File: src/rtl/matmul_pkg.sv
// -----------------------------------------------------------------------------
// matmul_pkg
// Shared definitions for the 3x3 systolic matrix-multiply sequencer:
//   - default matrix dimension and element widths
//   - sequencer FSM state encoding
//   - packing helpers that locate an element inside a flattened matrix bus
// -----------------------------------------------------------------------------
package matmul_pkg;

    localparam int MM_N     = 3;             // matrix dimension (N x N array)
    localparam int MM_DW    = 8;             // operand element width
    localparam int MM_CW    = 16;            // accumulator / result element width
    localparam int MM_DRAIN = 2 * MM_N - 1;  // zero-feed cycles before capture

    typedef enum logic [2:0] {
        S_IDLE    = 3'd0,
        S_CLEAR   = 3'd1,
        S_STREAM  = 3'd2,
        S_DRAIN   = 3'd3,
        S_CAPTURE = 3'd4,
        S_HOLD    = 3'd5
    } seq_state_e;

    // Bit offset of operand element [row][col] in an N*N*DW packed bus
    // (row-major). Used for both A[i][k] and B[k][j].
    function automatic int idx_a(input int row, input int col);
        return (row * MM_N + col) * MM_DW;
    endfunction

    // Bit offset of result element C[i][j] in an N*N*CW packed bus.
    function automatic int idx_c(input int row, input int col);
        return (row * MM_N + col) * MM_CW;
    endfunction

endpackage

File: src/rtl/matmul_sequencer.sv
// -----------------------------------------------------------------------------
// matmul_sequencer
// Upstream feeder and result capture for an N x N systolic MAC array.
// Accepts one A/B operand pair, clears the array, streams column k of A and
// row k of B onto the array edges for k = 0..N-1 (the array skews internally),
// feeds zeros while the pipeline drains, then captures the packed C result and
// holds it behind a valid/ready handshake. Only one job is in flight at a time.
//
// Ports
//   clk, rst    clock (rising edge), synchronous active-high reset
//   in_valid    operand pair valid          in_ready   high only in IDLE
//   a_mat       A[i][k] at [(i*N+k)*DW +: DW]
//   b_mat       B[k][j] at [(k*N+j)*DW +: DW]
//   arr_rst_n   active-low array clear; low during rst and in CLEAR
//   a_edge      row i operand at [i*DW +: DW]   (zero outside STREAM)
//   b_edge      col j operand at [j*DW +: DW]   (zero outside STREAM)
//   c_arr       live array accumulators, C[i][j] at [(i*N+j)*CW +: CW]
//   out_valid   result valid, held until out_ready
//   out_ready   consumer ready
//   c_out       captured result, same packing as c_arr
//   busy        high in every state except IDLE
// All outputs are registered.
// -----------------------------------------------------------------------------
module matmul_sequencer
    import matmul_pkg::*;
#(
    parameter int N     = MM_N,
    parameter int DW    = MM_DW,
    parameter int CW    = MM_CW,
    parameter int DRAIN = 2 * N - 1
) (
    input  logic                clk,
    input  logic                rst,
    input  logic                in_valid,
    output logic                in_ready,
    input  logic [N*N*DW-1:0]   a_mat,
    input  logic [N*N*DW-1:0]   b_mat,
    output logic                arr_rst_n,
    output logic [N*DW-1:0]     a_edge,
    output logic [N*DW-1:0]     b_edge,
    input  logic [N*N*CW-1:0]   c_arr,
    output logic                out_valid,
    input  logic                out_ready,
    output logic [N*N*CW-1:0]   c_out,
    output logic                busy
);

    // One counter serves both the STREAM column index and the DRAIN count.
    localparam int CNT_MAX = (N > DRAIN) ? N : DRAIN;
    localparam int CNT_W   = $clog2(CNT_MAX + 1);
    localparam logic [CNT_W-1:0] K_LAST     = CNT_W'(N - 1);
    localparam logic [CNT_W-1:0] DRAIN_LAST = CNT_W'(DRAIN - 1);

    seq_state_e             state_q, state_d;
    logic [CNT_W-1:0]       cnt_q, cnt_d;
    logic [N*N*DW-1:0]      a_op_q, a_op_d;
    logic [N*N*DW-1:0]      b_op_q, b_op_d;
    logic [N*DW-1:0]        a_edge_q, a_edge_d;
    logic [N*DW-1:0]        b_edge_q, b_edge_d;
    logic [N*N*CW-1:0]      c_out_q;
    logic                   out_valid_q;
    logic                   in_ready_q;
    logic                   busy_q;
    logic                   arr_rst_n_q;

    // FSM next state, counter and operand latch
    always_comb begin
        state_d = state_q;
        cnt_d   = cnt_q;
        a_op_d  = a_op_q;
        b_op_d  = b_op_q;
        case (state_q)
            S_IDLE: begin
                if (in_valid && in_ready_q) begin
                    a_op_d  = a_mat;
                    b_op_d  = b_mat;
                    state_d = S_CLEAR;
                end else begin
                    state_d = S_IDLE;
                end
            end
            S_CLEAR: begin
                state_d = S_STREAM;
                cnt_d   = CNT_W'(0);
            end
            S_STREAM: begin
                if (cnt_q == K_LAST) begin
                    state_d = S_DRAIN;
                    cnt_d   = CNT_W'(0);
                end else begin
                    cnt_d   = cnt_q + CNT_W'(1);
                end
            end
            S_DRAIN: begin
                if (cnt_q == DRAIN_LAST) begin
                    state_d = S_CAPTURE;
                    cnt_d   = CNT_W'(0);
                end else begin
                    cnt_d   = cnt_q + CNT_W'(1);
                end
            end
            S_CAPTURE: begin
                state_d = S_HOLD;
            end
            S_HOLD: begin
                if (out_ready) begin
                    state_d = S_IDLE;
                end else begin
                    state_d = S_HOLD;
                end
            end
            default: begin
                state_d = S_IDLE;
                cnt_d   = CNT_W'(0);
            end
        endcase
    end

    // Edge operands for the upcoming cycle: column k of A / row k of B while
    // streaming, zero otherwise. Exactly one k matches, so OR-merging selects it.
    always_comb begin
        a_edge_d = '0;
        b_edge_d = '0;
        for (int r = 0; r < N; r++) begin
            for (int k = 0; k < N; k++) begin
                a_edge_d[r*DW +: DW] = a_edge_d[r*DW +: DW] |
                    (((state_d == S_STREAM) && (cnt_d == CNT_W'(k)))
                        ? a_op_q[(r*N + k)*DW +: DW] : {DW{1'b0}});
                b_edge_d[r*DW +: DW] = b_edge_d[r*DW +: DW] |
                    (((state_d == S_STREAM) && (cnt_d == CNT_W'(k)))
                        ? b_op_q[(k*N + r)*DW +: DW] : {DW{1'b0}});
            end
        end
    end

    // State, operand and output registers with synchronous reset
    always_ff @(posedge clk) begin
        if (rst) begin
            state_q     <= S_IDLE;
            cnt_q       <= CNT_W'(0);
            a_op_q      <= '0;
            b_op_q      <= '0;
            a_edge_q    <= '0;
            b_edge_q    <= '0;
            c_out_q     <= '0;
            out_valid_q <= 1'b0;
            in_ready_q  <= 1'b0;
            busy_q      <= 1'b0;
            arr_rst_n_q <= 1'b0;
        end else begin
            state_q     <= state_d;
            cnt_q       <= cnt_d;
            a_op_q      <= a_op_d;
            b_op_q      <= b_op_d;
            a_edge_q    <= a_edge_d;
            b_edge_q    <= b_edge_d;
            out_valid_q <= (state_d == S_HOLD);
            in_ready_q  <= (state_d == S_IDLE);
            busy_q      <= (state_d != S_IDLE);
            arr_rst_n_q <= (state_d != S_CLEAR);
            // Accumulators are final by the CAPTURE cycle; c_out is a raw copy.
            if (state_q == S_CAPTURE) begin
                c_out_q <= c_arr;
            end else begin
                c_out_q <= c_out_q;
            end
        end
    end

    assign in_ready  = in_ready_q;
    assign arr_rst_n = arr_rst_n_q;
    assign a_edge    = a_edge_q;
    assign b_edge    = b_edge_q;
    assign out_valid = out_valid_q;
    assign c_out     = c_out_q;
    assign busy      = busy_q;

endmodule

File: config.mk
export PLATFORM = sky130hd
export DESIGN_NAME = matmul_sequencer
export DESIGN_NICKNAME = d
export VERILOG_FILES = /design/src/rtl/matmul_pkg.sv /design/src/rtl/matmul_sequencer.sv
export SDC_FILE = /design/constraint.sdc
export NUM_CORES = 1
export LEC_CHECK = 0
export BUFFER_PORTS_ARGS = -buffer_cell sky130_fd_sc_hd__buf_2
export CORE_AREA = 4 4 190 192
export DETAILED_ROUTE_END_ITERATION = 8
export DIE_AREA = 0 0 194 196
export PLACE_DENSITY = 0.7
export SYNTH_ARGS = -nofsm -noshare
export SYNTH_HDL_FRONTEND = slang
export SYNTH_SLANG_ARGS = --single-unit
File: constraint.sdc
create_clock -name clk -period 2.7 [get_ports clk]
set_input_delay 0.54 -clock clk [delete_from_list [all_inputs] [get_ports clk]]
set_output_delay 0.54 -clock clk [all_outputs]
set_load 0.01 [all_outputs]
==> results of run 1 <==
[worst max-delay path: stages (launching register included)]
cell	delay, ns
sky130_fd_sc_hd__dfxtp_1	0.39
sky130_fd_sc_hd__inv_1	0.12
sky130_fd_sc_hd__ha_1	0.24
sky130_fd_sc_hd__and3_4	0.21
sky130_fd_sc_hd__a211o_1	0.35
sky130_fd_sc_hd__or4_4	0.56
sky130_fd_sc_hd__buf_6	0.22
sky130_fd_sc_hd__a311oi_1	0.33
[cell usage in the layout (no fill, tap or decap), drive strengths merged, types with 2 or more instances in the layout]
cell / Yosys / final
ha: 3 / 3
nor3: 6 / 6
nor4: 2 / 2
nor4b: 3 / 3
a21oi: 291 / 291
buf: 23 / 516
a22oi: 48 / 48
nor3b: 2 / 2
dfxtp: 346 / 346
nand2: 580 / 580
clkbuf: 125 / 57
and3: 49 / 49
a311oi: 48 / 48
clkinv: 0 / 6
inv: 3 / 4
bufinv: 0 / 4
nor2b: 5 / 5
o21ai: 48 / 48
nor2: 8 / 8
diode: 0 / 5
or4: 2 / 2
nand3: 49 / 49
a211o: 2 / 2
[cells by family (layout without fill, tap and decap cells)]
logic type / count (synthesis) / count (layout) / share of synthesized area, %
DFF: 346 / 346 / 52.63
other: 0 / 5 / 0
and+or+nand+nor: 710 / 710 / 22.28
adders and majority gates: 3 / 3 / 0.2852
AOI/OAI and AO/OA: 442 / 442 / 20.23
buffers and inverters: 151 / 588 / 4.573
[routing by layer]
metal  vias to the layer above  global-route usage [%]
li1                       6417                       -
met1                      6081                   25.60
met2                       513                   38.97
met3                       107                   6.028
met4                        14                   9.609
met5                         -                       0
[power groups by stage]
stage | Combinational, mW | Sequential, mW | Clock (mW)
after detailed placement | 0.956 | 5.45 | 0
after global routing | 1.06 | 5.35 | 5.77
final | 0.959 | 5.34 | 5.44
after global placement | 0.932 | 5.44 | 0
after CTS | 0.962 | 5.34 | 5.54
after floorplan | 0.523 | 5.42 | 0
[layout make-up]
class	count	area share, %
clock inverters	12	0.9598
repair buffers	516	16.11
multi-input cells	1155	32.88
inverters	3	0.06495
clock buffers	57	6.668
well taps	455	3.284
diodes	5	0.07217
flip-flops and latches	346	39.96
[repair_timing]
action | in CTS | in global routing
endpoints found under the setup margin | 0 | 13
resized for setup | 0 | 2
setup buffers | 0 | 0
[Yosys cell counts (8+ instances only)]
cell                       number
sky130_fd_sc_hd__a22oi_1       48
sky130_fd_sc_hd__nand2_1      580
sky130_fd_sc_hd__buf_1         15
sky130_fd_sc_hd__nor2_1         8
sky130_fd_sc_hd__and3_1        48
sky130_fd_sc_hd__o21ai_0       46
sky130_fd_sc_hd__a21oi_1      291
sky130_fd_sc_hd__clkbuf_1     125
sky130_fd_sc_hd__a311oi_2      20
sky130_fd_sc_hd__a311oi_1      28
sky130_fd_sc_hd__dfxtp_1      346
sky130_fd_sc_hd__nand3_1       49
[state kept, by name, indices dropped and copies added, names as in the netlist]
signal and count:
out_valid 1, b_edge 24, a_op_q 72, cnt_q 3
busy 1, b_op_q 72, a_edge 24, state_q 3
c_out 144, arr_rst_n 1, in_ready 1
[how the worst min path moves through the flow]
stage | startpoint | end | cells past startpoint
final | c_arr[26] | c_out[26]$_SDFFE_PP0N_ | 3
after detailed placement | c_out[47]$_SDFFE_PP0N_ | c_out[47]$_SDFFE_PP0N_ | 2
after global routing | c_arr[26] | c_out[26]$_SDFFE_PP0N_ | 3
after global placement | a_op_q[9]$_SDFFE_PP0N_ | a_op_q[9]$_SDFFE_PP0N_ | 2
after floorplan | a_op_q[10]$_SDFFE_PP0N_ | a_op_q[10]$_SDFFE_PP0N_ | 2
after CTS | c_arr[26] | c_out[26]$_SDFFE_PP0N_ | 3
==> results.toml, run 1 <==
[outcome]
status = "completed"

[placed_design]
dp_cells = 2475
dp_slack_ns = 0.09748
placement.cell_area_sq_mm = 0.01599
gp_congestion = 0.8348
detailedPlacementHpwl_um = 31540
portBuffers = 487

[routing]
dr_total_vias = 13130
post_drt_via_cell_ratio = 5.152
top_signal_layer_used = "met5"
totalWireLength_um = 45310
first_pass_iters = 5
remaining_drc_errors = 0
routed-wl-met2_um = 22540
wirelength_met1_um = 17260
drtAntennaViolNets = 0
wl_per_cell_um = 17.78
drt_first_iter_violations = 836
met3_wirelength_um = 3538

[floorplanning]
num_rows = 68
die_w_um = 194
start_util_pct = 38.29
boundaryPins = 488
die_y_um = 196
core_area_sq_mm = 0.03437
die-area_sq_mm = 0.03802

[synth]
dominantRegCellSynth = "sky130_fd_sc_hd__dfxtp_1"
seq_area_frac_synth_pct = 52.63
synth_top_cell_area_share_pct = 52.63
yosys-top-cells-area = "sky130_fd_sc_hd__dfxtp_1 53%, sky130_fd_sc_hd__nand2_1 17%, sky130_fd_sc_hd__a21oi_1 11%"
netlist_instances = 1652
synthesis.yosys.warnings = 0
synth-edff-count = 0
netlist.top_cell.by_area = "sky130_fd_sc_hd__dfxtp_1"
syn-mean-instance-area_sq_um = 7.967
yosys.cell_types.count = 37
synth.net_count = 1947
postSynth.asyncResetShare_pct = 0
mappedNetlistArea_sq_mm = 0.01316
ys_ff_latch = 346

[power]
cell_internal_pwr_mw = 8.953
total_power_mw = 11.73
power.share.sequential_pct = 45.5
clock_power_share_pct = 46.3
ir_worst_vdd_v = 0.0004555
combinationalPowerShare_pct = 8.2
switchingPower_mw = 2.780
cellLeakagePower_nw = 7.066
swShare_pct = 23.69
power-per-cell-area_mw_per_mm2 = 676.7

[global_route]
gr_overflow_total = 0
wire_length_of_the_first_global_routing_pass_um = 69520
number_of_antenna_violations_at_the_first_check_in_global_routing = 15
grt_max_degree = 171
first_global_vias = 12810
global_route.usage.total_pct = 22.24

[flow_run]
max_cap_viol_count = 0

[layout]
final_cells = 2549
final_core_utilization_pct = 50.44
syn2layout_area_growth_pct = 31.73
area.sequential_sq_mm = 0.006928
final_design_area_no_fill_sq_mm = 0.01734
final_nets = 2356
fillerInstances = 3371
multiInputGateArea_sq_mm = 0.005700
drive_gt1_share_pct = 29.25

[sta]
worstMarginPinSlew_ns = 0.8087
final_worst_path_cycle_share_pct = 94.45
finalSetupTns_ns = 0
post-route-worst-setup-slack_ns = 0.1499
timing.max_slew.rel_slack_pct = 46.09
hold_slack_ns = 0.2441
fmax_mhz = 392.1
rsz0062_at_grt = "false"
finalCriticalPeriod_ns = 2.550
hold_vio_cnt_final = 0
finalClockSkew_ns = 0.01061
report.final.setup_viol = 0
maxSlewViolCount = 0

[setup_path]
critical_path_arrival_ns = 2.97
crit-reg2reg-capture = "a_edge[1]$_SDFF_PP0_"
worst_setup_path_startpoint = "cnt_q[1]$_SDFF_PP0_"
worstSetupEndpoint = "a_edge[1]$_SDFF_PP0_"
endpoint_kind = "register"
start_kind = "register"
timing.critical_path.required_ns = 3.12
ff2ff_setup_slack_ns = 0.15
critPathKind = "register to register"
rr_startpoint = "cnt_q[1]$_SDFF_PP0_"
cp_max_fo = 37
ff2ff_path_depth = 7

[clock_tree]
cts-buffers-inserted = 39
h-tree-depth = 2
cts_tree = "built"
clkTransAtPathRegs_ns = 0.06
clock-sinks = 346
clock_path_buffers = 3
cts-root-buf = "sky130_fd_sc_hd__clkbuf_16"
worstSkewPairLatency_ns = 0.53
ctsHoldBuffers = 0

[worst_hold_path]
hold_removal_path_class = "input port to register"
(Power assumes the default switching activity.)
==> run 2: changes to the inputs <==
clock period = 2.5 ns   (was 2.7 ns; I/O delays follow)
==> run 2 against run 1 <==
  * Flip-flop and latch count is the same
  * Fmax grew 7.1%
  * Register-to-register slack got worse by 0.03 ns
  * Total power up 6.2%
  * Clock power grew 4.0%
  * First-iteration DRC count down 2.4%
  * Sequential power rose by 8.1%
  * Design area is essentially flat
  * Final cell count grew 0.16%
  * Combinational power increased by 8%
  * Critical endpoint is now a_edge[23]$_SDFF_PP0_
  * Largest cell class unchanged
  * Highest routed layer unchanged
==> results.toml, run 2 (synthesis results as in run 1) <==
[placed_design]
detailedPlacementHpwl_um = 31900
gp_congestion = 0.8633
dp_cells = 2480
portBuffers = 487
dp_slack_ns = 0.03040

[clock_tree]
cts-root-buf = "sky130_fd_sc_hd__clkbuf_16"
clkTransAtPathRegs_ns = 0.06
cts-buffers-inserted = 38
worstSkewPairLatency_ns = 0.53
clock_path_buffers = 3
cts_tree = "built"
setup_bufs_post_cts = 0
clock-sinks = 346
h-tree-depth = 2

[routing]
wl_per_cell_um = 17.64
totalWireLength_um = 45030
post_drt_via_cell_ratio = 5.117
dr_total_vias = 13060
first_pass_iters = 6
drt_first_iter_violations = 816
drtAntennaViolNets = 0
remaining_drc_errors = 0

[floorplanning]
die_y_um = 196
num_rows = 68
die-area_sq_mm = 0.03802
die_w_um = 194
core_area_sq_mm = 0.03437
start_util_pct = 38.29
boundaryPins = 488

[power]
cellLeakagePower_nw = 7.068
ir_worst_vdd_v = 0.0005600
cell_internal_pwr_mw = 9.461
total_power_mw = 12.46
switchingPower_mw = 3.000
power-per-cell-area_mw_per_mm2 = 718.4
combinationalPowerShare_pct = 8.3
swShare_pct = 24.08
power.share.sequential_pct = 46.3
clock_power_share_pct = 45.4

[global_route]
global_route.usage.total_pct = 22.10
first_global_vias = 12850
grt_max_degree = 186
wire_length_of_the_first_global_routing_pass_um = 69320
number_of_antenna_violations_at_the_first_check_in_global_routing = 8
gr_overflow_total = 0

[layout]
final_cells = 2553
final_core_utilization_pct = 50.47
flip_flop_count_of_the_largest_register_all_copies_and_words_added = 144
final_cell_mix = "579 x sky130_fd_sc_hd__nand2_1, 486 x sky130_fd_sc_hd__buf_2, 344 x sky130_fd_sc_hd__dfxtp_1"
mostFrequentLayoutCell = "sky130_fd_sc_hd__nand2_1"
syn2layout_area_growth_pct = 31.80
final_nets = 2360
drive_gt1_share_pct = 29.51

[sta]
finalClockSkew_ns = 0.01620
maxSlewViolCount = 0
post-route-worst-setup-slack_ns = 0.1190
timing.max_slew.rel_slack_pct = 45.05
worstMarginPinSlew_ns = 0.8243
finalSetupTns_ns = 0
final_worst_path_cycle_share_pct = 95.24
hold_vio_cnt_final = 0
finalCriticalPeriod_ns = 2.381
fmax_mhz = 420.0
report.final.setup_viol = 0
rsz0062_at_grt = "false"

[worst_hold_path]
hold_removal_path_class = "input port to register"

[outcome]
status = "completed"

[setup_path]
start_kind = "register"
critical-path-max-stage-delay_ns = 0.58
cell_chain_critical_path = "inv_1 -> ha_1 -> and3_4 -> a211o_1 -> or4_4 -> buf_6 -> a311oi_1"
cp_slowest_cell = "sky130_fd_sc_hd__or4_4"
endpoint_kind = "register"
cp_max_fo = 21
timing.critical_path.required_ns = 2.93
critical_path_arrival_ns = 2.81
critPathKind = "register to register"

[flow_run]
max_cap_viol_count = 0
[run 2: cell types whose count changed in the layout (fill, tap and decap cells not counted), sizes merged]
cell / before / now
buf: 516 / 521
inv: 4 / 6
diode: 5 / 4
clkinv: 6 / 5
bufinv: 4 / 3
clkbuf: 57 / 56
clkinvlp: 1 / 2
[run 2: critical path: cells and delay by family, from the launching register on]
kind                       cells  cell delay, ns
AOI/OAI and AO/OA              2            0.60
adders and majority gates      1            0.22
buffers and inverters          2            0.30
DFF                            1            0.35
and+or+nand+nor                2            0.79
[run 2: power by group through the flow]
stage               combinational [mW]  sequential, mW  clock [mW]
CTS                               1.04            5.77        5.79
global placement                  1.01            5.89           0
detailed placement                1.03            5.89           0
floorplan                        0.564            5.86           0
global route                      1.14            5.78        5.98
finish                            1.04            5.77        5.66
[run 2: repair_timing]
item / 4_1_cts / 5_1_grt
endpoints found under the hold margin: 0 / 0
hold buffers: 0 / 0
endpoints found under the setup margin: 0 / 21
resized for setup: 0 / 4
[run 2: final timing paths]
kind,start,end,slack [ns],cells past startpoint
max reg2reg,cnt_q[1]$_SDFF_PP0_,a_edge[23]$_SDFF_PP0_,0.12,7
max,cnt_q[1]$_SDFF_PP0_,a_edge[23]$_SDFF_PP0_,0.12,7
min reg2reg,c_out[76]$_SDFFE_PP0N_,c_out[76]$_SDFFE_PP0N_,0.45,2
min,c_arr[69],c_out[69]$_SDFFE_PP0N_,0.20,3
[run 2: stage by stage]
step / cell area (sq um) / hold slack (ns)
after CTS: 17320 / 0.1791
after floorplan: 13160 / 0.4329
after global placement: 16040 / 0.4390
after detailed placement: 16040 / 0.4437
after global routing: 17350 / 0.1897
final: 17350 / 0.2017
[run 2: cell type report]
type                    count  area [sq um]
diodes                      4         10.01
flip-flops and latches    346          6929
well taps                 455         569.3
multi-input cells        1155          5707
repair buffers            521          2844
clock buffers              56          1109
fillers                  3412         17030
clock inverters            13         167.7
inverters                   3         11.26
[run 2: routing by layer]
layer / track usage (%) / part of all wire (%) / up-vias
met5: 0 / 0.076 / -
met4: 7.760 / 3.1 / 6
met3: 5.461 / 7.0 / 77
met1: 25.52 / 39 / 6097
li1: - / - / 6414
met2: 39.91 / 51 / 470
